`config.mk`:
```
export PLATFORM = sky130hd
export DESIGN_NAME = id_vote_flat
export DESIGN_NICKNAME = d
export VERILOG_FILES = /design/src/rtl/meas_pkg.sv /design/src/rtl/id_vote_if.sv /design/src/rtl/id_vote_bitcnt.sv /design/src/rtl/id_vote.sv /design/src/flat_wrapper.sv
export SDC_FILE = /design/constraint.sdc
export NUM_CORES = 1
export LEC_CHECK = 0
export BUFFER_PORTS_ARGS = -buffer_cell sky130_fd_sc_hd__buf_4
export CORE_MARGIN = 3
export CORE_UTILIZATION = 45
export DETAILED_ROUTE_END_ITERATION = 10
export GPL_TIMING_DRIVEN = 0
export RECOVER_POWER = 25
export SETUP_SLACK_MARGIN = 0.3
export SLEW_MARGIN = 20
export SYNTH_ARGS = -nofsm -noshare
export SYNTH_HDL_FRONTEND = slang
export SYNTH_SLANG_ARGS = --single-unit
```
`constraint.sdc`:
```
create_clock -name I_sclk -period 5.6 [get_ports I_sclk]
set_clock_uncertainty 0.1 [all_clocks]
set_input_delay 0.84 -clock I_sclk [delete_from_list [all_inputs] [get_ports I_sclk]]
set_output_delay 0.84 -clock I_sclk [all_outputs]
set_load 0.02 [all_outputs]
```
`src/rtl/meas_pkg.sv`:
```
// meas_pkg: definitions shared by `meas` and `id_vote`.
// Holds the primitive-ID width, the vote FSM state type and the width helper
// for the unstable-bit count. Keeping the ID width here prevents the
// producer and the voter from drifting apart.
package meas_pkg;

  localparam int unsigned C_OIDWIDTH = 24;

  typedef enum logic [2:0] {
    ST_IDLE,
    ST_REQ,
    ST_WAIT,
    ST_EVAL,
    ST_DONE
  } vote_state_e;

  // Bits needed to hold a popcount of a w-bit vector (0..w inclusive).
  function automatic int unsigned ucnt_width(input int unsigned w);
    return $clog2(w + 1);
  endfunction

endpackage

```
`src/rtl/id_vote_if.sv`:
```
// id_vote_if: measurement handshake and voted-result bundle of id_vote.
//   I_start          start a vote (one-cycle pulse)
//   I_prim_id/vld    measurement from `meas`
//   O_meas_req       request for the next measurement
//   O_busy           vote in progress
//   O_id_vld         new result on O_id / O_unstable_mask / O_unstable_cnt
//   O_err            sticky measurement timeout
// master: the side that starts votes and supplies measurements.
// slave:  the voter itself.
interface id_vote_if #(
  parameter int unsigned C_OIDWIDTH = meas_pkg::C_OIDWIDTH
);
  import meas_pkg::*;

  localparam int unsigned C_UCNTW = ucnt_width(C_OIDWIDTH);

  logic                  I_start;
  logic [C_OIDWIDTH-1:0] I_prim_id;
  logic                  I_prim_vld;
  logic                  O_meas_req;
  logic                  O_busy;
  logic                  O_id_vld;
  logic [C_OIDWIDTH-1:0] O_id;
  logic [C_OIDWIDTH-1:0] O_unstable_mask;
  logic [C_UCNTW-1:0]    O_unstable_cnt;
  logic                  O_err;

  modport master (
    output I_start, I_prim_id, I_prim_vld,
    input  O_meas_req, O_busy, O_id_vld, O_id, O_unstable_mask,
           O_unstable_cnt, O_err
  );

  modport slave (
    input  I_start, I_prim_id, I_prim_vld,
    output O_meas_req, O_busy, O_id_vld, O_id, O_unstable_mask,
           O_unstable_cnt, O_err
  );

endinterface

```
`src/rtl/id_vote_bitcnt.sv`:
```
// id_vote_bitcnt: one-count for a single ID bit across a vote, plus the
// majority and stability decisions for that bit.
//   I_sclk, I_rst_n  clock, synchronous active-low reset
//   I_clr            clear the count (start of a vote)
//   I_inc            add one (measurement accepted with this bit set)
//   O_maj            count is a strict majority of C_VOTENUM
//   O_unstable       count is not within C_MARGIN of either extreme
module id_vote_bitcnt #(
  parameter int unsigned C_VOTENUM  = 15,
  parameter int unsigned C_CNTWIDTH = 4,
  parameter int unsigned C_MARGIN   = 2
) (
  input  logic I_sclk,
  input  logic I_rst_n,
  input  logic I_clr,
  input  logic I_inc,
  output logic O_maj,
  output logic O_unstable
);

  localparam logic [C_CNTWIDTH-1:0] C_HALF = C_CNTWIDTH'(C_VOTENUM / 2);
  localparam logic [C_CNTWIDTH-1:0] C_LO   = C_CNTWIDTH'(C_MARGIN);
  localparam logic [C_CNTWIDTH-1:0] C_HI   = C_CNTWIDTH'(C_VOTENUM - C_MARGIN);

  logic [C_CNTWIDTH-1:0] cnt_q;

  // At most C_VOTENUM increments per vote and the counter is wide enough
  // for that, so no wrap guard is needed.
  always_ff @(posedge I_sclk) begin
    if (!I_rst_n) begin
      cnt_q <= '0;
    end else if (I_clr) begin
      cnt_q <= '0;
    end else if (I_inc) begin
      cnt_q <= cnt_q + 1'b1;
    end
  end

  assign O_maj      = (cnt_q > C_HALF);
  assign O_unstable = !((cnt_q <= C_LO) || (cnt_q >= C_HI));

endmodule

```
`src/rtl/id_vote.sv`:
```
// id_vote: majority-vote stabiliser for primitive IDs from `meas`.
// Requests C_VOTENUM measurements, counts ones per bit, then publishes the
// voted ID, a per-bit instability mask and its popcount.
//   I_sclk   system clock
//   I_rst_n  synchronous active-low reset
//   bus      id_vote_if slave: start/measurement inputs, registered results
module id_vote
  import meas_pkg::*;
#(
  parameter int unsigned C_OIDWIDTH = meas_pkg::C_OIDWIDTH,
  parameter int unsigned C_VOTENUM  = 15,
  parameter int unsigned C_CNTWIDTH = 4,
  parameter int unsigned C_MARGIN   = 2,
  parameter int unsigned C_TIMEOUT  = 4096
) (
  input  logic        I_sclk,
  input  logic        I_rst_n,
  id_vote_if.slave    bus
);

  localparam int unsigned C_SMPW  = $clog2(C_VOTENUM + 1);
  localparam int unsigned C_TMOW  = $clog2(C_TIMEOUT + 1);
  localparam int unsigned C_UCNTW = ucnt_width(C_OIDWIDTH);

  if ((C_VOTENUM % 2 == 0) || (C_VOTENUM < 3) || (C_VOTENUM > 255)) begin : g_bad_votenum
    $error("id_vote: C_VOTENUM must be odd and within 3..255");
  end
  if ((2 ** C_CNTWIDTH) <= C_VOTENUM) begin : g_bad_cntwidth
    $error("id_vote: C_CNTWIDTH too narrow for C_VOTENUM");
  end
  if (C_MARGIN >= C_VOTENUM / 2) begin : g_bad_margin
    $error("id_vote: C_MARGIN must be below C_VOTENUM/2");
  end
  if (C_TIMEOUT < 1) begin : g_bad_timeout
    $error("id_vote: C_TIMEOUT must be at least 1");
  end

  vote_state_e           state_q, state_d;
  logic [C_SMPW-1:0]     smp_q, smp_d;
  logic [C_TMOW-1:0]     tmo_q, tmo_d;
  logic                  err_q, err_d;
  logic                  cnt_clr, cnt_inc;
  logic [C_OIDWIDTH-1:0] maj, unst;
  logic [C_UCNTW-1:0]    pop;

  logic                  meas_req_q, busy_q, id_vld_q;
  logic [C_OIDWIDTH-1:0] id_q, mask_q;
  logic [C_UCNTW-1:0]    ucnt_q;

  for (genvar b = 0; b < C_OIDWIDTH; b++) begin : g_bit
    id_vote_bitcnt #(
      .C_VOTENUM (C_VOTENUM),
      .C_CNTWIDTH(C_CNTWIDTH),
      .C_MARGIN  (C_MARGIN)
    ) u_bitcnt (
      .I_sclk    (I_sclk),
      .I_rst_n   (I_rst_n),
      .I_clr     (cnt_clr),
      .I_inc     (cnt_inc & bus.I_prim_id[b]),
      .O_maj     (maj[b]),
      .O_unstable(unst[b])
    );
  end

  always_comb begin
    pop = '0;
    for (int unsigned b = 0; b < C_OIDWIDTH; b++) begin
      pop = pop + C_UCNTW'(unst[b]);
    end
  end

  always_comb begin
    state_d = state_q;
    smp_d   = smp_q;
    tmo_d   = tmo_q;
    err_d   = err_q;
    cnt_clr = 1'b0;
    cnt_inc = 1'b0;
    unique case (state_q)
      ST_IDLE: begin
        if (bus.I_start) begin
          cnt_clr = 1'b1;
          smp_d   = '0;
          err_d   = 1'b0;
          state_d = ST_REQ;
        end
      end
      ST_REQ: begin
        tmo_d   = '0;
        state_d = ST_WAIT;
      end
      ST_WAIT: begin
        if (bus.I_prim_vld) begin
          cnt_inc = 1'b1;
          smp_d   = smp_q + 1'b1;
          state_d = (smp_q == C_SMPW'(C_VOTENUM - 1)) ? ST_EVAL : ST_REQ;
        end else if (tmo_q == C_TMOW'(C_TIMEOUT - 1)) begin
          // Partial counts are abandoned; they are cleared on the next start.
          err_d   = 1'b1;
          state_d = ST_IDLE;
        end else begin
          tmo_d = tmo_q + 1'b1;
        end
      end
      ST_EVAL: state_d = ST_DONE;
      ST_DONE: state_d = ST_IDLE;
      default: state_d = ST_IDLE;
    endcase
  end

  // Handshake outputs are decoded from the next state so they are flops
  // aligned with the state they describe.
  always_ff @(posedge I_sclk) begin
    if (!I_rst_n) begin
      state_q    <= ST_IDLE;
      smp_q      <= '0;
      tmo_q      <= '0;
      err_q      <= 1'b0;
      meas_req_q <= 1'b0;
      busy_q     <= 1'b0;
      id_vld_q   <= 1'b0;
      id_q       <= '0;
      mask_q     <= '0;
      ucnt_q     <= '0;
    end else begin
      state_q    <= state_d;
      smp_q      <= smp_d;
      tmo_q      <= tmo_d;
      err_q      <= err_d;
      meas_req_q <= (state_d == ST_REQ);
      busy_q     <= (state_d != ST_IDLE);
      id_vld_q   <= (state_d == ST_DONE);
      if (state_q == ST_EVAL) begin
        id_q   <= maj;
        mask_q <= unst;
        ucnt_q <= pop;
      end
    end
  end

  assign bus.O_meas_req      = meas_req_q;
  assign bus.O_busy          = busy_q;
  assign bus.O_id_vld        = id_vld_q;
  assign bus.O_id            = id_q;
  assign bus.O_unstable_mask = mask_q;
  assign bus.O_unstable_cnt  = ucnt_q;
  assign bus.O_err           = err_q;

endmodule

```
`src/flat_wrapper.sv`:
```
// flat-port wrapper written by rule: the top's interface ports become plain ports
module id_vote_flat import meas_pkg::*;
#(
  parameter int unsigned C_OIDWIDTH = meas_pkg::C_OIDWIDTH,
  parameter int unsigned C_VOTENUM  = 15,
  parameter int unsigned C_CNTWIDTH = 4,
  parameter int unsigned C_MARGIN   = 2,
  parameter int unsigned C_TIMEOUT  = 4096
)
  (I_sclk, I_rst_n, bus_I_start, bus_I_prim_id, bus_I_prim_vld, bus_O_meas_req, bus_O_busy, bus_O_id_vld, bus_O_id, bus_O_unstable_mask, bus_O_unstable_cnt, bus_O_err);
  id_vote_if #(.C_OIDWIDTH(C_OIDWIDTH)) bus_i ();
  input  logic I_sclk;
  input  logic I_rst_n;
  input wire logic [$bits(bus_i.I_start)-1:0] bus_I_start;
  input wire logic [$bits(bus_i.I_prim_id)-1:0] bus_I_prim_id;
  input wire logic [$bits(bus_i.I_prim_vld)-1:0] bus_I_prim_vld;
  output wire logic [$bits(bus_i.O_meas_req)-1:0] bus_O_meas_req;
  output wire logic [$bits(bus_i.O_busy)-1:0] bus_O_busy;
  output wire logic [$bits(bus_i.O_id_vld)-1:0] bus_O_id_vld;
  output wire logic [$bits(bus_i.O_id)-1:0] bus_O_id;
  output wire logic [$bits(bus_i.O_unstable_mask)-1:0] bus_O_unstable_mask;
  output wire logic [$bits(bus_i.O_unstable_cnt)-1:0] bus_O_unstable_cnt;
  output wire logic [$bits(bus_i.O_err)-1:0] bus_O_err;
  assign bus_i.I_start = bus_I_start;
  assign bus_i.I_prim_id = bus_I_prim_id;
  assign bus_i.I_prim_vld = bus_I_prim_vld;
  assign bus_O_meas_req = bus_i.O_meas_req;
  assign bus_O_busy = bus_i.O_busy;
  assign bus_O_id_vld = bus_i.O_id_vld;
  assign bus_O_id = bus_i.O_id;
  assign bus_O_unstable_mask = bus_i.O_unstable_mask;
  assign bus_O_unstable_cnt = bus_i.O_unstable_cnt;
  assign bus_O_err = bus_i.O_err;
  id_vote #(.C_OIDWIDTH(C_OIDWIDTH), .C_VOTENUM(C_VOTENUM), .C_CNTWIDTH(C_CNTWIDTH), .C_MARGIN(C_MARGIN), .C_TIMEOUT(C_TIMEOUT)) u_core (.I_sclk(I_sclk), .I_rst_n(I_rst_n), .bus(bus_i));
endmodule
```
# After elaboration in Yosys (flattened, before gate mapping)
# Index checks and enable logic that the tools add are counted.
word_totals:
  ff_bits: 173
  memories: 0
  latchBits: 0
  output_inout_bits: 57
  input_bits: 28
  mem_bits_rw: 0
  romBits: 0
  word_cells: 267
classes:
  n_eq_ne: 12
  bitwise_logic: 25
  n_reduce_logical: 56
  addsub: 49
  order_cmp: 72
  mul: 0
  muxes: 19
  n_shift: 0
  div_mod_pow: 0
op_table:
  columns: ["op", "n"]
  rows:
  - ["adder 5 x 1 -> 5 bit", 22]
  - ["adder 4 x 1 -> 4 bit (second input constant)", 25]
  - ["greater-or-equal comparator 4 bit (second input constant)", 24]
  - ["> comparator 4 x 3 -> 1 bit (second input constant)", 24]
  - ["less-or-equal comparator 4 x 2 -> 1 bit (second input constant)", 24]
  - ["2-to-1 mux 13 bit", 2]
  - ["one-hot mux 13 bit (2 select lines)", 1]
  - ["AND 1 bit", 24]
  - ["zero test 1 bit", 24]
  - ["logical OR 1 bit", 24]
  - ["adder 13 x 1 -> 13 bit (second input constant)", 1]
  - ["== test 13 x 12 -> 1 bit (second input constant)", 1]
  - ["one-hot mux 3 bit (4 select lines)", 1]
  - ["2-to-1 mux 3 bit", 3]
  - ["2-to-1 mux 4 bit", 2]
  - ["inequality test 2 bit (second input constant)", 4]
  - ["one-hot mux 4 bit (2 select lines)", 1]
  - ["2-to-1 mux 1 bit", 7]
  - ["== test 3 x 1 -> 1 bit (second input constant)", 2]
  - ["== test 3 x 2 -> 1 bit (second input constant)", 2]
  - ["AND reduction 3 bit", 2]
  - ["== test 4 bit (second input constant)", 1]
  - ["AND reduction 4 bit", 1]
  - ["nonzero test 2 bit", 2]
  - ["9 further kinds", 9]

# Depth between registers and ports, before layout
# Gate-level depths: netlist of the first run.
logic_depth:
  depth_word: 26
  mapped_depth: 20
  depth_no_buf: 20

# Hierarchy
# A second synthesis of the first run with hierarchy kept.
unflattened:
  cells_unflattened: 1119
  hier_area_um2: 9877.0
modules_own_cells:
  columns: ["module", "seq_area_each_um2", "n_inst", "cells_per_inst", "area_per_inst_um2"]
  rows:
  - ["id_vote_bitcnt", 80.1, 24, 28, 257.7]
  - ["id_vote", 1541.5, 1, 447, 3691.0]

# Worst setup path before layout of the first run
# OpenSTA, ideal clock, no wires.
synth_path:
  kind: "flip-flop to flip-flop"
  startpoint: "reg u_core.g_bit[1].u_bitcnt.cnt_q[0]"
  endpoint: "reg u_core.ucnt_q[3], in the netlist u_core.bus.O_unstable_cnt[3]"
  path_stages_with_launch: 19
  setup_time_ns: 0.060
  synth_period_minus_slack_ns: 4.892
  t_arrival_ns: 4.732
  required_time_ns: 5.440
  setup_slack_ns: 0.708
  n_path_buf: 0
  path_cell_list: "dfxtp_1 -> inv_1 -> ha_1 -> nor2b_1 -> a2bb2oi_1 -> ha_1 -> inv_1 -> fa_1 -> inv_1 -> fa_1 -> fa_1 -> fa_1 -> inv_1 -> fa_1 -> fa_1 -> nor2b_1 -> o21ai_0 -> a2111oi_0 -> a311o_1"
synth_via:
  elab_chain_cells: 26
  word_cells_on_any_way: 27
  cone_classes: "add/sub (23); order compare (2); reduce/logical (2)"
synth_lines:
  columns: ["item", "line_no", "source"]
  rows:
  - ["from (decl)", "id_vote_bitcnt.sv:25", "logic [C_CNTWIDTH-1:0] cnt_q;"]
  - ["from (signal assigned)", "id_vote_bitcnt.sv:35", "cnt_q <= cnt_q + 1'b1;"]
  - ["less-or-equal comparator 4 x 2 -> 1 bit / greater-or-equal comparator 4 bit (equally long branches)", "id_vote_bitcnt.sv:40", "assign O_unstable = !((cnt_q <= C_LO) || (cnt_q >= C_HI));"]
  - ["logical OR 1 bit (*)", "id_vote_bitcnt.sv:40", null]
  - ["zero test 1 bit (*)", "id_vote_bitcnt.sv:40", null]
  - ["net u_core.g_bit[1].u_bitcnt.O_unstable", "id_vote_bitcnt.sv:18", "output logic O_unstable"]
  - ["adder 1 x 1 -> 2 bit (*)", "id_vote.sv:68", "pop = pop + C_UCNTW'(unst[b]);"]
  - ["adder 5 x 1 -> 5 bit (*) (22 in a row)", "id_vote.sv:68", null]
  - ["to (signal assigned)", "id_vote.sv:136", "ucnt_q <= pop;"]
  - ["to (decl)", "id_vote.sv:48", "logic [C_UCNTW-1:0] ucnt_q;"]
# Mark *: on every way through the listed nets, which the timed path passes. The rest lies on a longest branch.
# A chain may end at the register's enable or synchronous reset.

# Worst setup path in the final report of the first run
layout_path:
  startpoint: "reg u_core.g_bit[0].u_bitcnt.cnt_q[0]"
  endpoint: "reg u_core.ucnt_q[1], in the netlist u_core.bus.O_unstable_cnt[1]"
layout_via:
  elab_chain_cells: 26
  word_cells_on_any_way: 27
  cone_classes: "add/sub (23); order compare (2); reduce/logical (2)"
layout_lines:
  columns: ["item", "line_no", "source"]
  rows:
  - ["from (decl)", "id_vote_bitcnt.sv:25", null]
  - ["from (signal assigned)", "id_vote_bitcnt.sv:35", null]
  - ["less-or-equal comparator 4 x 2 -> 1 bit / greater-or-equal comparator 4 bit (equally long branches)", "id_vote_bitcnt.sv:40", null]
  - ["logical OR 1 bit (*)", "id_vote_bitcnt.sv:40", null]
  - ["zero test 1 bit (*)", "id_vote_bitcnt.sv:40", null]
  - ["net u_core.g_bit[0].u_bitcnt.O_unstable", "id_vote_bitcnt.sv:18", null]
  - ["adder 1 x 1 -> 2 bit (*)", "id_vote.sv:68", null]
  - ["adder 5 x 1 -> 5 bit (*) (22 in a row)", "id_vote.sv:68", null]
  - ["net u_core.pop[1]", "id_vote.sv:44", "logic [C_UCNTW-1:0] pop;"]
# Marked as above.

==> impl_metrics.env, run 1 <==
export IMPL_io_pins=85
export IMPL_core_area_um2=19800
export IMPL_outcome="finished, final reports clean"
export IMPL_worstHoldPathType="reg -> reg"
export IMPL_critPathLaunchType="register"
export IMPL_antenna_found_initial=0
export IMPL_die_w_um=150
export IMPL_met2_usage_pct=36.8
export IMPL_yosys_area_share_simple_pct=21.7
export IMPL_drt_iter0_markers=425
export IMPL_powerDensity_nw_per_um2=252
export IMPL_met3_usage_pct=4.27
export IMPL_synthAdderAreaFrac_pct=18.0
export IMPL_hpwl_mm=17.8
export IMPL_gp_congestion=0.821
export IMPL_grt_most_used_layer="met2"
export IMPL_yosysSeqAreaShare_pct=37.4
export IMPL_drive_gt1_share_pct=7.62
export IMPL_cp_end_kind="register"
export IMPL_hold_viol=0
export IMPL_htree_num_levels=4
export IMPL_n_antenna_cell=0
export IMPL_drt_first_pass_iters=4
export IMPL_cp_max_fo=3
export IMPL_synth_cell_types=47
export IMPL_clockBufferDepth=2
export IMPL_synth_xor_area_share_pct=7.09
export IMPL_route_detailed_drc=0
export IMPL_synthFlopType="dfxtp_1"
export IMPL_peakVddDrop_uv=185
export IMPL_fin_cells=1472
export IMPL_rr_startpoint="u_core.g_bit[0].u_bitcnt.cnt_q[0]"
export IMPL_power_leakage_nw=4.15
export IMPL_final_cell_mix="dfxtp_1 (169), nand2_1 (154), nor2_1 (108)"
export IMPL_synth_edf_count=0
export IMPL_syn_to_final_growth_pct=16.4
export IMPL_use_met1_pct=31.9
export IMPL_std_cell_rows=51
export IMPL_initial_core_util_pct=46.7
export IMPL_grt_max_degree=17
export IMPL_setup_tns_ps=0
export IMPL_overflow=0
export IMPL_crit_start="u_core.g_bit[0].u_bitcnt.cnt_q[0]"
export IMPL_cts_tree="yes"
export IMPL_clk_latency_ps=430
export IMPL_fp_dieArea_um2=22400
export IMPL_layout_commonest_cell="dfxtp_1"
export IMPL_via_per_inst=5.17
export IMPL_max_cap_violations=0
export IMPL_cp_required_ps=5790
export IMPL_postRouteAntennaNets=0
export IMPL_synth_top_family_by_area="simple AND/OR/NAND/NOR gates"
export IMPL_track_usage_pct=22.9
export IMPL_synth_cells=1088
export IMPL_slew_headroom_pct=37.9
export IMPL_worstMarginPinSlew_ps=931
export IMPL_clock_sinks=173
export IMPL_max_freq_ghz=0.196
export IMPL_syn_avg_cell_area_um2=8.52
export IMPL_fp_dieH_um=150
export IMPL_grt_pass1_wl_mm=39.2
export IMPL_numPortBuffers=83
export IMPL_cp_arrival_ps=5290
export IMPL_path_clk_slew_ps=70
export IMPL_period_share_pct=91.1
export IMPL_ys_warn_count=0
export IMPL_worst_setup_path_type="reg -> reg"
export IMPL_fin_nets=1345
export IMPL_hold_buffers=0
export IMPL_finalMaxSlewViolations=0
export IMPL_post_drt_wl_per_cell_um=16.9
export IMPL_first_global_vias=7064
export IMPL_dp_cells=1436
export IMPL_rsz0062_at_grt="no"
export IMPL_clock_root_buffer="clkbuf_16"
export IMPL_dr_total_vias=7607
export IMPL_wl_mm=24.9
export IMPL_synth_compound_area_share_pct=10.5
export IMPL_fin_crit_ps=5100
export IMPL_synthesis_nets=1239
export IMPL_setup_viol=0
export IMPL_async_flop_share_pct=0
export IMPL_synthesis_area_um2=9270
export IMPL_numCtsBuffers=17
export IMPL_synthMuxAreaShare_pct=0.324
export IMPL_synth_seq_cells=173
export IMPL_min_from="u_core.bus.O_unstable_mask[4]"
## report_power, final
part	switching [mW]	internal, mW	total, mW
Clock	0.516	0.831	1.35
Combinational	0.0975	0.0351	0.133
Sequential	0.00443	1.23	1.24
## critical path, stage by stage, from the launching register on
cell,delay [ps]
dfxtp_2,330
buf_4,130
ha_1,190
nor2b_2,160
a2bb2oi_4,230
ha_4,230
inv_1,60
fa_1,400
inv_1,80
fa_1,420
fa_1,470
fa_1,530
inv_2,40
fa_1,490
fa_2,410
inv_2,70
fa_2,430
nand2_1,110
a21oi_1,80
## metal layers
layer	share of wire (%)	wire length (um)	vias up
li1	-	-	3831
met1	47	11800	3593
met2	46	11400	159
met3	5.3	1320	24
met4	1.5	372	0
met5	0	0	-
## cells by family (layout without fill, tap and decap cells)
kind of cell	after synthesis	count (layout)
and+or+nand+nor	437	437
adders and majority gates	123	123
xor gates and xnor gates	75	75
buffers and inverters	122	241
AOI/OAI and AO/OA	155	155
DFF	173	173
muxes	3	3
## state kept, by name (all words and copies together), names as in the netlist
register	count
u_core.bus.O_err	1
u_core.bus.O_id_vld	1
u_core.bus.O_id	24
u_core.bus.O_unstable_cnt	5
u_core.state_q	3
u_core.smp_q	4
u_core.bus.O_busy	1
u_core.g_bit.u_bitcnt.cnt_q	96
u_core.bus.O_meas_req	1
u_core.tmo_q	13
u_core.bus.O_unstable_mask	24
## cells in the mapped netlist, types with 3 or more instances
| master | number | area share [%] |
|---|---|---|
| or4_1 | 4 | 0.32 |
| inv_1 | 80 | 3.2 |
| xnor2_1 | 27 | 2.6 |
| ha_1 | 106 | 14 |
| nand3_1 | 84 | 4.5 |
| and3_1 | 26 | 1.8 |
| nor3_1 | 5 | 0.27 |
| o41ai_1 | 3 | 0.28 |
| o21ai_0 | 5 | 0.27 |
| o311ai_0 | 15 | 1.4 |
| nand4_1 | 3 | 0.20 |
| o211ai_1 | 9 | 0.73 |
| fa_1 | 17 | 3.7 |
| nor2b_1 | 13 | 0.88 |
| buf_2 | 6 | 0.32 |
| nand2b_1 | 18 | 1.2 |
| nor2_1 | 108 | 4.4 |
| dfxtp_1 | 173 | 37 |
| clkbuf_1 | 34 | 1.4 |
| xor2_1 | 48 | 4.5 |
| o31ai_1 | 18 | 1.5 |
| nand2_1 | 155 | 6.3 |
| a21oi_1 | 85 | 4.6 |
| a2bb2oi_1 | 10 | 0.94 |
| and2_1 | 4 | 0.27 |
| mux2i_1 | 3 | 0.32 |
## per-stage QoR
| stage | hold WS (ps) | util [%] | setup WS (ps) | power, mW | instance area (um2) |
|---|---|---|---|---|---|
| floorplan | 353 | - | 708 | 1.33 | 9270 |
| global placement | 345 | 51.5 | 116 | 1.40 | 10200 |
| detailed placement | 349 | 51.5 | 90.0 | 1.40 | 10200 |
| CTS | 358 | 55.0 | 324 | 2.74 | 10900 |
| global route | 368 | 54.4 | 301 | 2.80 | 10800 |
| finish | 356 | 54.4 | 498 | 2.72 | 10800 |
## path summary, 6_finish.rpt
check | endpoint | depth (start not counted) | slack [ps]
setup reg to reg | u_core.bus.O_unstable_cnt[1] | 18 | 500
setup / recovery | u_core.bus.O_unstable_cnt[1] | 18 | 500
hold reg to reg | u_core.bus.O_unstable_mask[4] | 2 | 360
hold / removal | u_core.bus.O_unstable_mask[4] | 2 | 360
## layout make-up
type,instances,area [um2]
fill,1959,9050
sequential,173,3470
multi-input combinational,793,5410
tap,265,332
clock inverter,9,181
buffer,42,165
clock buffer,23,478
inverter,80,300
timing repair buffer,87,454
## timing repair
| action | in CTS | in global routing |
|---|---|---|
| buffers inserted | 1 | 3 |
| hold endpoints to repair | 0 | 0 |
| resized for setup | 5 | 17 |
| pin swaps | 1 | 12 |
| endpoints found under the setup margin | 4 | 4 |
Note: power is estimated with default switching activity, not from simulation.
==> run 2, diff against run 1 <==
==> constraint.sdc (replaced) <==
create_clock -name I_sclk -period 5.2 [get_ports I_sclk]
set_clock_uncertainty 0.1 [all_clocks]
set_input_delay 0.26 -clock I_sclk [delete_from_list [all_inputs] [get_ports I_sclk]]
set_output_delay 0.26 -clock I_sclk [all_outputs]
set_load 0.02 [all_outputs]
==> run 2 against run 1 <==
- wire length increased by 0.76%
- sequential share of layout area decreased by 0.37 points
- cell count grew 0.41%
- critical endpoint is now u_core.bus.O_unstable_cnt[2]
- largest cell class unchanged
- largest power group unchanged
==> impl_metrics.env, run 2 (synthesis gave the netlist of run 1 again) <==
export IMPL_clockBufferDepth=2
export IMPL_pre_cts_ws_ps=-310
export IMPL_route_detailed_drc=0
export IMPL_worst_slack_ps=187
export IMPL_drive_gt1_share_pct=9.40
export IMPL_hold_viol=0
export IMPL_rsz0062_at_grt="yes"
export IMPL_cp_max_fo=3
export IMPL_powerDensity_nw_per_um2=268
export IMPL_grt_max_degree=17
export IMPL_fin_crit_ps=5010
export IMPL_largest_reg_flops=96
export IMPL_timing_hold_ws_ps=21.6
export IMPL_drt_iter0_markers=383
export IMPL_layout_commonest_cell="dfxtp_1"
export IMPL_die_w_um=150
export IMPL_multi_input_area_um2=5500
export IMPL_cp_required_ps=5390
export IMPL_clk_latency_ps=430
export IMPL_track_usage_pct=23.1
export IMPL_fin_nets=1351
export IMPL_numPortBuffers=83
export IMPL_overflow=0
export IMPL_dr_total_vias=7685
export IMPL_core_area_um2=19800
export IMPL_htree_num_levels=4
export IMPL_peakVddDrop_uv=202
export IMPL_cp_arrival_ps=5200
export IMPL_regMostFlops="u_core.g_bit.u_bitcnt.cnt_q"
export IMPL_std_cell_rows=51
export IMPL_fillCellCount=1941
export IMPL_final_area_um2=10900
export IMPL_period_share_pct=96.4
export IMPL_antenna_found_initial=0
export IMPL_final_cell_mix="dfxtp_1 (167), nand2_1 (154), nor2_1 (108)"
export IMPL_dpl_instance_area_um2=10200
export IMPL_cts_tree="yes"
export IMPL_path_clk_slew_ps=70
export IMPL_post_drt_wl_per_cell_um=17.0
export IMPL_critPathLaunchType="register"
export IMPL_worstHoldPathType="in -> reg"
export IMPL_first_global_vias=7176
export IMPL_drt_first_pass_iters=4
export IMPL_initial_core_util_pct=46.7
export IMPL_n_antenna_cell=0
export IMPL_fp_dieH_um=150
export IMPL_clock_root_buffer="clkbuf_16"
export IMPL_fp_dieArea_um2=22400
export IMPL_gp_congestion=0.821
export IMPL_postRouteAntennaNets=0
export IMPL_slew_headroom_pct=38.8
export IMPL_max_cap_violations=0
export IMPL_syn_to_final_growth_pct=17.8
export IMPL_power_leakage_nw=4.19
export IMPL_via_per_inst=5.20
export IMPL_regArea_um2=3480
export IMPL_outcome="finished, final reports clean"
export IMPL_hpwl_mm=17.8
export IMPL_numCtsBuffers=17
export IMPL_setup_viol=0
export IMPL_worst_setup_path_type="reg -> reg"
export IMPL_worstMarginPinSlew_ps=918
export IMPL_io_pins=85
export IMPL_max_freq_ghz=0.199
export IMPL_wl_mm=25.1
export IMPL_clock_sinks=173
export IMPL_finalMaxSlewViolations=0
export IMPL_setup_tns_ps=0
export IMPL_grt_pass1_wl_mm=39.6
export IMPL_cp_end_kind="register"
## run 2: cell count changes in the layout (fill, tap and decap cells not counted), moves of 3 or more
cell      previous run  this run
clkbuf_1            90        94
ha_1               105       101
o31ai_1             18        15
inv_2                4         7
o31ai_2              0         3
inv_1               76        72
## run 2: final cells by class
cell class	instances	share of cell area, %
Multi-Input combinational cell	793	50.4
Sequential cell	173	31.8
Timing Repair Buffer	93	4.47
Clock buffer	23	4.38
Tap cell	265	3.04
Inverter	80	2.77
Clock inverter	9	1.66
Buffer	42	1.51
## run 2: worst max-delay path, cell delays in order, from the launching register on
cell and delay, ps:
dfxtp_2 330, inv_2 50, ha_1 200, nor2b_4 120
a2bb2oi_2 140, ha_4 270, inv_2 30, fa_1 490
inv_1 50, fa_1 490, fa_1 430, fa_1 520
inv_2 40, fa_1 530, fa_2 240, inv_2 50
fa_2 370, buf_4 150, xnor2_2 160, a211oi_2 80
## run 2: power by group
part           switching [mW]  total [mW]  internal (mW)
combinational           0.106       0.145         0.0386
sequential            0.00483        1.33           1.33
clock                   0.552        1.45          0.895
## run 2: final timing paths
path	start	end	slack, ps	cells after the start
hold / removal	bus_I_prim_id[9]	u_core.g_bit[9].u_bitcnt.cnt_q[1]	20	3
hold reg to reg	u_core.bus.O_unstable_mask[4]	u_core.bus.O_unstable_mask[4]	360	2
setup / recovery	u_core.g_bit[1].u_bitcnt.cnt_q[0]	u_core.bus.O_unstable_cnt[2]	190	19
setup reg to reg	u_core.g_bit[1].u_bitcnt.cnt_q[0]	u_core.bus.O_unstable_cnt[2]	190	19
## run 2: per-stage QoR
step                power, mW  utilization (%)  std cells
floorplan                1.43                -       1088
global route             3.02             55.0       1478
global placement         1.51             51.5       1436
finish                   2.93             55.0       1478
CTS                      2.96             55.8       1476
detailed placement       1.51             51.5       1436
## run 2: what timing repair did
action,4_1_cts,5_1_grt
pin swaps,15,5
buffers inserted,8,2
hold buffers,0,0
resized for setup,37,10
endpoints found under the setup margin,5,4
## run 2: layer usage
metal	wire length, um	global-route usage, %
met5	0	0
met4	386	6.04
met3	1340	4.00
met2	11600	37.3
met1	11800	32.2
==> run 3, diff against run 2 <==
--- a/config.mk
+++ b/config.mk
@@ -11,7 +11,7 @@
 export DETAILED_ROUTE_END_ITERATION = 10
 export GPL_TIMING_DRIVEN = 0
 export RECOVER_POWER = 25
-export SETUP_SLACK_MARGIN = 0.3
+export SETUP_SLACK_MARGIN = 0.4
 export SLEW_MARGIN = 20
 export SYNTH_ARGS = -nofsm -noshare
 export SYNTH_HDL_FRONTEND = slang
==> run 3 against run 2 <==
- total power fell by 0.48%
- critical path depth rose by 1
- register-to-register slack improved by 30 ps
- highest routed layer unchanged
- via count fell by 0.77%
- design area fell by 0.13%
- critical path type unchanged
- die area did not move
- sequential cell count did not move
- clock power barely moved
- first-iteration DRC count fell by 3.4%
- clock-buffer cell count fell by 2
==> impl_metrics.env, run 3 (synthesis gave the netlist of run 1 again) <==
export IMPL_cp_arrival_ps=5170
export IMPL_fin_crit_ps=4980
export IMPL_min_from="bus_I_prim_id[23]"
export IMPL_postRouteAntennaNets=0
export IMPL_cp_max_fo=3
export IMPL_fp_dieH_um=150
export IMPL_crit_start="u_core.g_bit[0].u_bitcnt.cnt_q[0]"
export IMPL_path_cells="inv_2, ha_4, nor2b_4, a2bb2oi_4, ha_1, inv_2, fa_1, inv_1, fa_1, fa_1, fa_1, inv_1, fa_1, fa_2, inv_2, fa_2, nand2_2, nand2_2, a21oi_4, a21oi_2"
export IMPL_grt_pass1_wl_mm=40.1
export IMPL_fin_nets=1349
export IMPL_drt_iter0_markers=370
export IMPL_drive_gt1_share_pct=9.67
export IMPL_worst_path_most_repeated_cell="fa_1"
export IMPL_hold_end="u_core.g_bit[23].u_bitcnt.cnt_q[1]"
export IMPL_overflow=0
export IMPL_ff2ff_setup_slack_ps=220
export IMPL_antenna_found_initial=0
export IMPL_std_cell_rows=51
export IMPL_regMostFlops="u_core.g_bit.u_bitcnt.cnt_q"
export IMPL_slew_headroom_pct=35.8
export IMPL_clk_latency_ps=430
export IMPL_setup_viol=0
export IMPL_max_freq_ghz=0.201
export IMPL_track_usage_pct=23.5
export IMPL_dr_total_vias=7626
export IMPL_slowest_stage="fa_1"
export IMPL_p_int_mw=2.24
export IMPL_finalMaxSlewViolations=0
export IMPL_setup_tns_ps=0
export IMPL_gp_congestion=0.853
export IMPL_dpl_instance_area_um2=10200
export IMPL_wl_mm=25.9
export IMPL_core_area_um2=19800
export IMPL_hpwl_mm=17.9
export IMPL_final_area_um2=10900
export IMPL_power_leakage_nw=4.18
export IMPL_largest_reg_flops=96
export IMPL_timing_rr_end="u_core.bus.O_unstable_cnt[4]"
export IMPL_n_antenna_cell=0
export IMPL_clkPwrFrac_pct=49.2
export IMPL_clockBufferDepth=2
export IMPL_max_cap_violations=0
export IMPL_initial_core_util_pct=46.7
export IMPL_cp_required_ps=5390
export IMPL_hold_buffers=0
export IMPL_drt_first_pass_iters=5
export IMPL_peakVddDrop_uv=222
export IMPL_pwr_share_seq_pct=45.8
export IMPL_numCtsBuffers=17
export IMPL_clock_root_buffer="clkbuf_16"
export IMPL_hold_depth=3
export IMPL_hold_viol=0
export IMPL_switchingPower_mw=0.668
export IMPL_fillCellCount=1924
export IMPL_grt_max_degree=17
export IMPL_route_detailed_drc=0
export IMPL_die_w_um=150
export IMPL_clock_sinks=173
export IMPL_max_stage_delay_ps=500
export IMPL_worst_setup_path_type="reg -> reg"
export IMPL_numPortBuffers=83
export IMPL_worstMarginPinSlew_ps=954
export IMPL_final_cell_mix="dfxtp_1 (165), nand2_1 (152), nor2_1 (108)"
export IMPL_rr_startpoint="u_core.g_bit[0].u_bitcnt.cnt_q[0]"
export IMPL_cp_end_kind="register"
export IMPL_cp_depth=20
export IMPL_critPathLaunchType="register"
export IMPL_powerDensity_nw_per_um2=267
export IMPL_post_drt_wl_per_cell_um=17.5
export IMPL_pwr_share_comb_pct=5.0
export IMPL_cp_top_family="adder cells"
export IMPL_fp_dieArea_um2=22400
export IMPL_via_per_inst=5.17
export IMPL_reg2reg_depth=20
export IMPL_cts_tree="yes"
export IMPL_layout_commonest_cell="dfxtp_1"
export IMPL_htree_num_levels=4
export IMPL_first_global_vias=7146
export IMPL_io_pins=85
export IMPL_crit_buf_inv=5
export IMPL_rsz0062_at_grt="yes"
export IMPL_path_clk_slew_ps=70
export IMPL_period_share_pct=95.8
export IMPL_syn_to_final_growth_pct=17.7
export IMPL_netSwitchingFraction_pct=22.9
export IMPL_outcome="finished, final reports clean"
export IMPL_worstHoldPathType="in -> reg"
export IMPL_fin_util_pct=55.0
export IMPL_timing_hold_ws_ps=25.9
## run 3: cell types whose count changed in the layout (fill, tap and decap cells not counted), sizes merged
cell	previous run	this run
clkinvlp	0	3
clkbuf	114	112
buf	44	42
clkinv	3	1
## run 3: worst min-delay path, stage by stage
cell and delay [ps]:
buf_4 130, nand3_1 70, a21oi_1 50
## run 3: worst max path at each step
stage                                         endpoint  slack [ps]
after floorplan           u_core.bus.O_unstable_cnt[3]         390
after global placement    u_core.bus.O_unstable_cnt[4]         -60
after detailed placement  u_core.bus.O_unstable_cnt[4]         -50
after CTS                 u_core.bus.O_unstable_cnt[4]         200
after global routing      u_core.bus.O_unstable_cnt[4]          80
final                     u_core.bus.O_unstable_cnt[4]         220
## run 3: power groups by stage
stage	clock network [mW]	registers, mW	logic [mW]
final	1.43	1.33	0.147
after floorplan	0	1.37	0.0649
after detailed placement	0	1.37	0.147
after CTS	1.46	1.33	0.148
after global routing	1.50	1.33	0.158
after global placement	0	1.37	0.147
## run 3: metal layers
| metal | wire length (um) | up-vias | GRT usage (%) | part of all wire (%) |
|---|---|---|---|---|
| li1 | - | 3841 | - | - |
| met3 | 1410 | 22 | 4.66 | 5.4 |
| met4 | 346 | 0 | 5.72 | 1.3 |
| met5 | 0 | - | 0 | 0 |
| met1 | 12000 | 3586 | 31.9 | 46 |
| met2 | 12100 | 177 | 38.6 | 47 |
## run 3: cell type report
cell class              count  area (um2)  share of cell area, %
repair buffers             91         469                   4.30
clock inverters            10         186                   1.71
plain buffers              42         165                   1.51
multi-input cells         793        5510                   50.5
clock buffers              21         460                   4.22
well taps                 265         332                   3.04
inverters                  80         305                   2.80
flip-flops and latches    173        3490                   32.0
## run 3: what timing repair did
item,CTS,global route
endpoints found under the setup margin,5,4
pin swaps,16,11
gates resized for setup,25,30
setup buffers,7,1
## run 3: per-stage QoR
stage	std cells	setup slack [ps]	total power [mW]
6_report	1475	220	2.91
3_5_place_dp	1436	-45.6	1.51
5_1_grt	1475	82.5	3.00
3_3_place_gp	1436	-64.7	1.51
4_1_cts	1474	201	2.94
2_1_floorplan	1088	394	1.43
